**config.mk**
```make
export PLATFORM = sky130hd
export DESIGN_NAME = countdown_timer_bcd
export DESIGN_NICKNAME = d
export VERILOG_FILES = /design/src/rtl/countdown_timer_bcd.sv
export SDC_FILE = /design/constraint.sdc
export NUM_CORES = 1
export LEC_CHECK = 0
export ABC_AREA = 1
export BUFFER_PORTS_ARGS = -buffer_cell sky130_fd_sc_hd__clkbuf_2
export CAP_MARGIN = 40
export CORE_MARGIN = 2
export CORE_UTILIZATION = 55
export DETAILED_ROUTE_END_ITERATION = 10
export GPL_TIMING_DRIVEN = 0
export HOLD_SLACK_MARGIN = 0.02
export PLACE_DENSITY_LB_ADDON = 0.2
export SETUP_SLACK_MARGIN = 0.4
export SLEW_MARGIN = 40
export SYNTH_ARGS = -nofsm -noshare
export SYNTH_HDL_FRONTEND = slang
export SYNTH_SLANG_ARGS = --single-unit
export TNS_END_PERCENT = 30
```
**constraint.sdc**
```tcl
create_clock -name clock -period 4.55 [get_ports clock]
set_input_delay 0.2275 -clock clock [delete_from_list [all_inputs] [get_ports clock]]
set_output_delay 0.2275 -clock clock [all_outputs]
set_load 0.01 [all_outputs]
```
**src/rtl/countdown_timer_bcd.sv**
```systemverilog
// HH:MM:SS BCD countdown timer with load/start/pause control and a one-cycle expiry pulse.
// Define TIMER_AUTO_RELOAD_EN to add the autoReload input and the reload register.
module countdown_timer_bcd #(
  parameter int unsigned TICK_DIV   = 50000000,
  parameter int unsigned DIV_W      = 26,
  parameter int unsigned MAX_HOUR10 = 9
) (
  input  logic       clock,
  input  logic       reset,
  input  logic       load,
  input  logic       start,
  input  logic       pause,
`ifdef TIMER_AUTO_RELOAD_EN
  input  logic       autoReload,
`endif
  input  logic [3:0] setHour10,
  input  logic [3:0] setHour1,
  input  logic [3:0] setMinute10,
  input  logic [3:0] setMinute1,
  input  logic [3:0] setSecond10,
  input  logic [3:0] setSecond1,
  output logic [3:0] getHour10,
  output logic [3:0] getHour1,
  output logic [3:0] getMinute10,
  output logic [3:0] getMinute1,
  output logic [3:0] getSecond10,
  output logic [3:0] getSecond1,
  output logic       running,
  output logic       isZero,
  output logic       complete
);

  typedef enum logic [1:0] {IDLE, RUN, PAUSE, DONE} state_t;

  localparam logic [DIV_W-1:0] TICK_LAST = DIV_W'(TICK_DIV - 1);
  localparam logic [3:0]       H10_MAX   = 4'(MAX_HOUR10);

  state_t            state_q, state_d;
  logic [23:0]       count_q, count_d;
  logic [DIV_W-1:0]  presc_q, presc_d;
  logic              complete_q, complete_d;
  logic              running_q, running_d;
  logic              is_zero_q, is_zero_d;
  logic [23:0]       set_clamped;
`ifdef TIMER_AUTO_RELOAD_EN
  logic [23:0]       reload_q, reload_d;
`endif

  function automatic logic [3:0] clamp(input logic [3:0] d, input logic [3:0] mx);
    return (d > mx) ? mx : d;
  endfunction

  // Digit order in the packed count, LSB first: s1, s10, m1, m10, h1, h10.
  function automatic logic [23:0] bcd_dec(input logic [23:0] c);
    logic [23:0] r;
    logic        borrow;
    logic [3:0]  mx;
    r = c;
    borrow = 1'b1;
    for (int i = 0; i < 6; i++) begin
      mx = (i == 1 || i == 3) ? 4'd5 : 4'd9;
      if (borrow) begin
        if (c[i*4 +: 4] == 4'd0) begin
          r[i*4 +: 4] = mx;
        end else begin
          r[i*4 +: 4] = c[i*4 +: 4] - 4'd1;
          borrow = 1'b0;
        end
      end
    end
    return r;
  endfunction

  assign set_clamped = {clamp(setHour10, H10_MAX), clamp(setHour1, 4'd9),
                        clamp(setMinute10, 4'd5),  clamp(setMinute1, 4'd9),
                        clamp(setSecond10, 4'd5),  clamp(setSecond1, 4'd9)};

  always_comb begin
    state_d    = state_q;
    count_d    = count_q;
    presc_d    = presc_q;
    complete_d = 1'b0;
`ifdef TIMER_AUTO_RELOAD_EN
    reload_d   = reload_q;
`endif
    if (load) begin
      count_d = set_clamped;
      presc_d = '0;
      state_d = IDLE;
`ifdef TIMER_AUTO_RELOAD_EN
      reload_d = set_clamped;
`endif
    end else begin
      unique case (state_q)
        IDLE, DONE: begin
          if (start && !pause) begin
            if (count_q != 24'd0) begin
              state_d = RUN;
              presc_d = '0;
            end else if (state_q == IDLE) begin
              state_d    = DONE;
              complete_d = 1'b1;
            end
          end
        end
        RUN: begin
          if (pause) begin
            state_d = PAUSE;
          end else if (presc_q == TICK_LAST) begin
            presc_d = '0;
            count_d = bcd_dec(count_q);
            if (count_d == 24'd0) begin
              complete_d = 1'b1;
`ifdef TIMER_AUTO_RELOAD_EN
              if (autoReload && reload_q != 24'd0) count_d = reload_q;
              else state_d = DONE;
`else
              state_d = DONE;
`endif
            end
          end else begin
            presc_d = presc_q + 1'b1;
          end
        end
        PAUSE: begin
          if (start && !pause) state_d = RUN;
        end
        default: state_d = IDLE;
      endcase
    end
    running_d = (state_d == RUN);
    is_zero_d = (count_d == 24'd0);
  end

  always_ff @(posedge clock or negedge reset) begin
    if (!reset) begin
      state_q    <= IDLE;
      count_q    <= '0;
      presc_q    <= '0;
      complete_q <= 1'b0;
      running_q  <= 1'b0;
      is_zero_q  <= 1'b1;
`ifdef TIMER_AUTO_RELOAD_EN
      reload_q   <= '0;
`endif
    end else begin
      state_q    <= state_d;
      count_q    <= count_d;
      presc_q    <= presc_d;
      complete_q <= complete_d;
      running_q  <= running_d;
      is_zero_q  <= is_zero_d;
`ifdef TIMER_AUTO_RELOAD_EN
      reload_q   <= reload_d;
`endif
    end
  end

  assign {getHour10, getHour1, getMinute10, getMinute1, getSecond10, getSecond1} = count_q;
  assign running  = running_q;
  assign isZero   = is_zero_q;
  assign complete = complete_q;

endmodule
```
# Word level (Yosys, flattened, before mapping)
# Index checks and enable logic that the tools add are counted.
dict set report op_classes {
  reduce_logical 15
  mux 97
  eq_ne 8
  n_lt_le_gt_ge 6
  add_sub_neg 7
}
# cell n
set ops {}
lappend ops {{4-bit 2-to-1 mux} 41}
lappend ops {{26-bit 2-to-1 mux} 5}
lappend ops {{24-bit 2-to-1 mux} 4}
lappend ops {{26-bit case mux with 2 select lines} 1}
lappend ops {{24-bit logical NOT} 2}
lappend ops {{1-bit 2-to-1 mux} 36}
lappend ops {{26-bit by 1-bit adder with 26-bit output, second input constant} 1}
lappend ops {{26-bit equality test, second input constant} 1}
lappend ops {{4-bit logical NOT} 6}
lappend ops {{24-bit nonzero test} 1}
lappend ops {{4-bit by 1-bit subtractor with 4-bit output, second input constant} 6}
lappend ops {{4-bit greater-than comparator, second input constant} 4}
lappend ops {{2-bit 2-to-1 mux} 8}
lappend ops {{3-bit != test, second input constant} 3}
lappend ops {{4-bit by 3-bit greater-than comparator with 1-bit output, second input constant} 2}
lappend ops {{2-bit case mux with 3 select lines} 1}
lappend ops {{2-bit by 1-bit equality test with 1-bit output, second input constant} 2}
lappend ops {{2-bit equality test, second input constant} 2}
lappend ops {{4-bit AND reduction} 1}
lappend ops {{3-bit nonzero test} 1}
lappend ops {{2-bit logical NOT} 1}
lappend ops {{1-bit case mux with 2 select lines} 1}
lappend ops {{2-bit OR reduction} 1}
lappend ops {{1-bit logical AND} 1}
lappend ops {{1-bit logical NOT} 1}
dict set report word_totals {
  output_inout_bits 27
  register_bits 55
  input_bits 29
}

# Depth between registers and ports, before layout
dict set report depth {
  ltp_word 38
  ltp_mapped 17
  depth_no_buf 17
}

# Worst setup path before layout
# OpenSTA, ideal clock, no wires.
dict set report synth_path {
  kind {register to register}
  startpoint {register count_q[0]}
  endpoint {register presc_q[7]}
  arrival_ns 2.066
  path_stages_with_launch 15
  setup_ns 0.073
  path_buffers 2
  slack_ns 2.411
  required_time_ns 4.477
  path_cell_list {dfrtp_1 -> inv_1 -> ha_1 -> nand2_2 -> nor2_4 -> nand3_2 -> nor2_1 -> nand3_1 -> o21ai_2 -> nand2_2 -> buf_6 -> buf_6 -> nand3_2 -> nand2_1 -> a21oi_2}
}
dict set report synth_via {
  elab_chain_len 3
}
# item line
set synth_lines {}
lappend synth_lines {{start: declaration} 39} ;# logic [23:0] count_q, count_d;
lappend synth_lines {{start signal: assignment} 148} ;# count_q <= count_d;
lappend synth_lines {{24-bit nonzero test} 97} ;# if (count_q != 24'd0) begin
lappend synth_lines {{3-bit != test (no line)} --}
lappend synth_lines {{4-bit AND reduction (no line)} --}
lappend synth_lines {{end signal: assignment} 149} ;# presc_q <= presc_d;
lappend synth_lines {{end: declaration} 40} ;# logic [DIV_W-1:0] presc_q, presc_d;
# Every way passes these cells.
# A chain may end at the register's enable or synchronous reset.

# Final worst setup path
dict set report layout_path {
  startpoint {register state_q[1]}
  endpoint {register is_zero_q (netlist: isZero)}
}
dict set report layout_via {
  elab_chain_len 4
}
# item line
set layout_lines {}
lappend layout_lines {{start: declaration} 38} ;# state_t state_q, state_d;
lappend layout_lines {{start signal: assignment} 147} ;# state_q <= state_d;
lappend layout_lines {{2-bit by 1-bit equality test with 1-bit output} 94} ;# unique case (state_q)
lappend layout_lines {{24-bit 2-to-1 mux} 94}
lappend layout_lines {{24-bit 2-to-1 mux} 86} ;# if (load) begin
lappend layout_lines {{net count_d[1]} 39}
lappend layout_lines {{24-bit logical NOT} 132} ;# is_zero_d = (count_d == 24'd0);
lappend layout_lines {{net is_zero_d} 43} ;# logic is_zero_q, is_zero_d;
lappend layout_lines {{end signal: assignment} 152} ;# is_zero_q <= is_zero_d;
lappend layout_lines {{end: declaration} 43}
# The timed path passes the listed nets, and every way through them passes these cells.

==> results.txt <==
quantity of gates resized following cts -> 0
antenna violations before repair -> 0
Residual DRC -> 0
PnR Total Power -> 1.33 mW
final wirelength -> 10.1 mm
Critical Path End Type -> flip-flop
class of the worst hold path -> in -> reg
total track usage -> 0.272
Synth Net Count -> 624
first-pass GRT wire length -> 16.8 mm
worst vdd ir -> 0.139 mV
die width -> 88.6 um
clk sink count -> 55
area of the multi-input gates -> 2130 um2
CP Max Fanout -> 10
vias per cell -> 5.38
grt ovf -> 0
endpoints failing setup -> 0
RSZ-0062 raised after global routing -> no
Avg WL per Cell -> 13.5 um
sequential cell area -> 1380 um2
share of layout cells above drive strength 1 -> 0.147
routability cong. -> 0.942
Final Hold Slack -> 0.159 ns
Power Density -> 299 nW/um2
commonest non-fill, non-tap cell in the layout -> nand2_1
most frequent cells in the layout -> nand2_1, inv_1, nor2_1
outcome -> completed
DP Wirelength -> 7.71 mm
top cell type's share of synthesized area -> 0.343
clk_skew -> 0.0127 ns
number of diodes -> 0
Fin Setup TNS -> 0 ns
I/O Buffers -> 55
Core ar. -> 6870 um2
leakage dissipation -> 2.28 nW
Fin. Hold Viols -> 0
Max Fclk -> 0.377 GHz
syn_area_per_cell -> 6.70 um2
CTS Buffer Depth -> 2
Critical Path Start Type -> flip-flop
Tcrit/Tclk final -> 0.583
Final Max Tran Viols -> 0
yosys warns -> 0
ANT nets after route -> 0
worst skew pair latency -> 0.32 ns
Std-Cell Rows -> 30
CP Class -> reg -> reg
nets@finish -> 687
Initial Util -> 0.573
Mapped Area -> 3940 um2
total number of vias -> 4020
Yosys cell types -> 45
flops & latches, synth -> 55
vias in the first global route -> 3688
Syn-to-layout area delta -> 13.3%
Die Footprint -> 7850 um2
top cells by area, synth -> dfrtp_1, nand2_1, inv_1
CP arrival -> 2.90 ns
TritonCTS clock tree -> yes
Iter 0 DRT Violations -> 249
sequential area share after synthesis -> 0.350
clock-pin slew on the worst setup and hold paths -> 0.11 ns
clock root buffer -> clkbuf_8
Synth Instances -> 587
CTS Buf Count -> 5
CP Data Required Time -> 4.80 ns
Final Critical Period -> 2.65 ns
Yosys top cell by area -> dfrtp_1
Max H-tree Level -> 2
drt pass-1 iters -> 5
Die Y -> 88.6 um
Slew HR -> 0.512
Max Cap Viol -> 0
Slew @ Worst Pin -> 0.732 ns
largest net degree at the start of global routing -> 56
Filler Cell Count -> 648
I/O pins -> 56
## Yosys cell counts (all sizes together)
library cell	n
nand2	154
inv	94
nor2	90
dfrtp	54
nand3	47
o21ai	41
a21oi	23
nand4	18
xor2	10
nor3	9
ha	8
buf	7
nor4	7
clkbuf	3
a211oi	2
a22oi	2
a2bb2oi	2
o21a	2
or2	2
a211o	1
a21boi	1
a21o	1
a221oi	1
a31oi	1
and3	1
dfstp	1
nor3b	1
o21bai	1
o31ai	1
o41ai	1
xnor2	1
## critical path, stage by stage, from the launching register on
cell and delay (ns):
dfrtp_1 0.45, inv_1 0.12, ha_1 0.17, inv_1 0.10, nor2_2 0.41, inv_1 0.11
nor3_2 0.42, o21ai_0 0.16, nand3_1 0.11, nand2_1 0.07, nor2_1 0.10, nand2_1 0.06
nor2_1 0.15, nand2_1 0.08, nor2_1 0.08
## flip-flops by register name, summed over array words and instances, names as in the netlist
signal / cells
presc_q: 26
isZero: 1
running: 1
state_q: 2
count_q: 24
complete: 1
## per-stage QoR
step / cells / util / area [um2] / setup WS [ns]
after global routing: 747 / 0.649 / 4460 / 1.63
final: 747 / 0.649 / 4460 / 1.90
after floorplan: 587 / - / 3940 / 2.41
after global placement: 738 / 0.630 / 4330 / 2.02
after CTS: 747 / 0.649 / 4460 / 1.91
after detailed placement: 738 / 0.631 / 4330 / 1.96
## power by group
part / internal (mW) / total [mW] / switching, mW / leakage [nW]
Combinational: 0.144 / 0.438 / 0.294 / 1.51
Clock: 0.166 / 0.343 / 0.177 / 0.0548
Sequential: 0.519 / 0.553 / 0.0340 / 0.723
Total: 0.829 / 1.33 / 0.506 / 2.28
## layout make-up
type	instances	share of cell area
timing repair buffer	56	0.0646
clock inverter	3	0.0104
multi-input combinational	428	0.477
clock buffer	5	0.0154
buffer	10	0.0171
tap	96	0.0269
inverter	94	0.0791
sequential	55	0.309
## cell families after synthesis
family / after synthesis / share of synthesized area
buffers and inverters: 104 / 0.109
and+or+nand+nor: 329 / 0.371
adders and majority gates: 8 / 0.0254
AOI/OAI and AO/OA: 80 / 0.120
xor gates and xnor gates: 11 / 0.0245
DFF: 55 / 0.350
## repair_timing
action                    in CTS  in global routing
hold endpoints to repair      26                  0
hold buffers                   1                  0
buffers inserted               0                  0
## metal layers
metal / track usage / wire length (um)
met5: 0 / 0
met4: 0.0868 / 221
met3: 0.0382 / 540
met2: 0.483 / 4960
met1: 0.340 / 4340
## final timing paths
kind | startpoint | end | slack (ns) | cells past startpoint
max in group asynchronous | reset | count_q[21]$_DFF_PN0_ | 3.54 | 2
min in group asynchronous | reset | presc_q[19]$_DFFE_PN0P_ | 0.53 | 2
max | state_q[1]$_DFF_PN0_ | isZero$_DFF_PN1_ | 1.90 | 14
min reg2reg | presc_q[1]$_DFFE_PN0P_ | presc_q[1]$_DFFE_PN0P_ | 0.54 | 2
min | setSecond1[0] | count_q[0]$_DFF_PN0_ | 0.16 | 3
max reg2reg | state_q[1]$_DFF_PN0_ | isZero$_DFF_PN1_ | 1.90 | 14
Note: power is estimated with default switching activity, not from simulation.
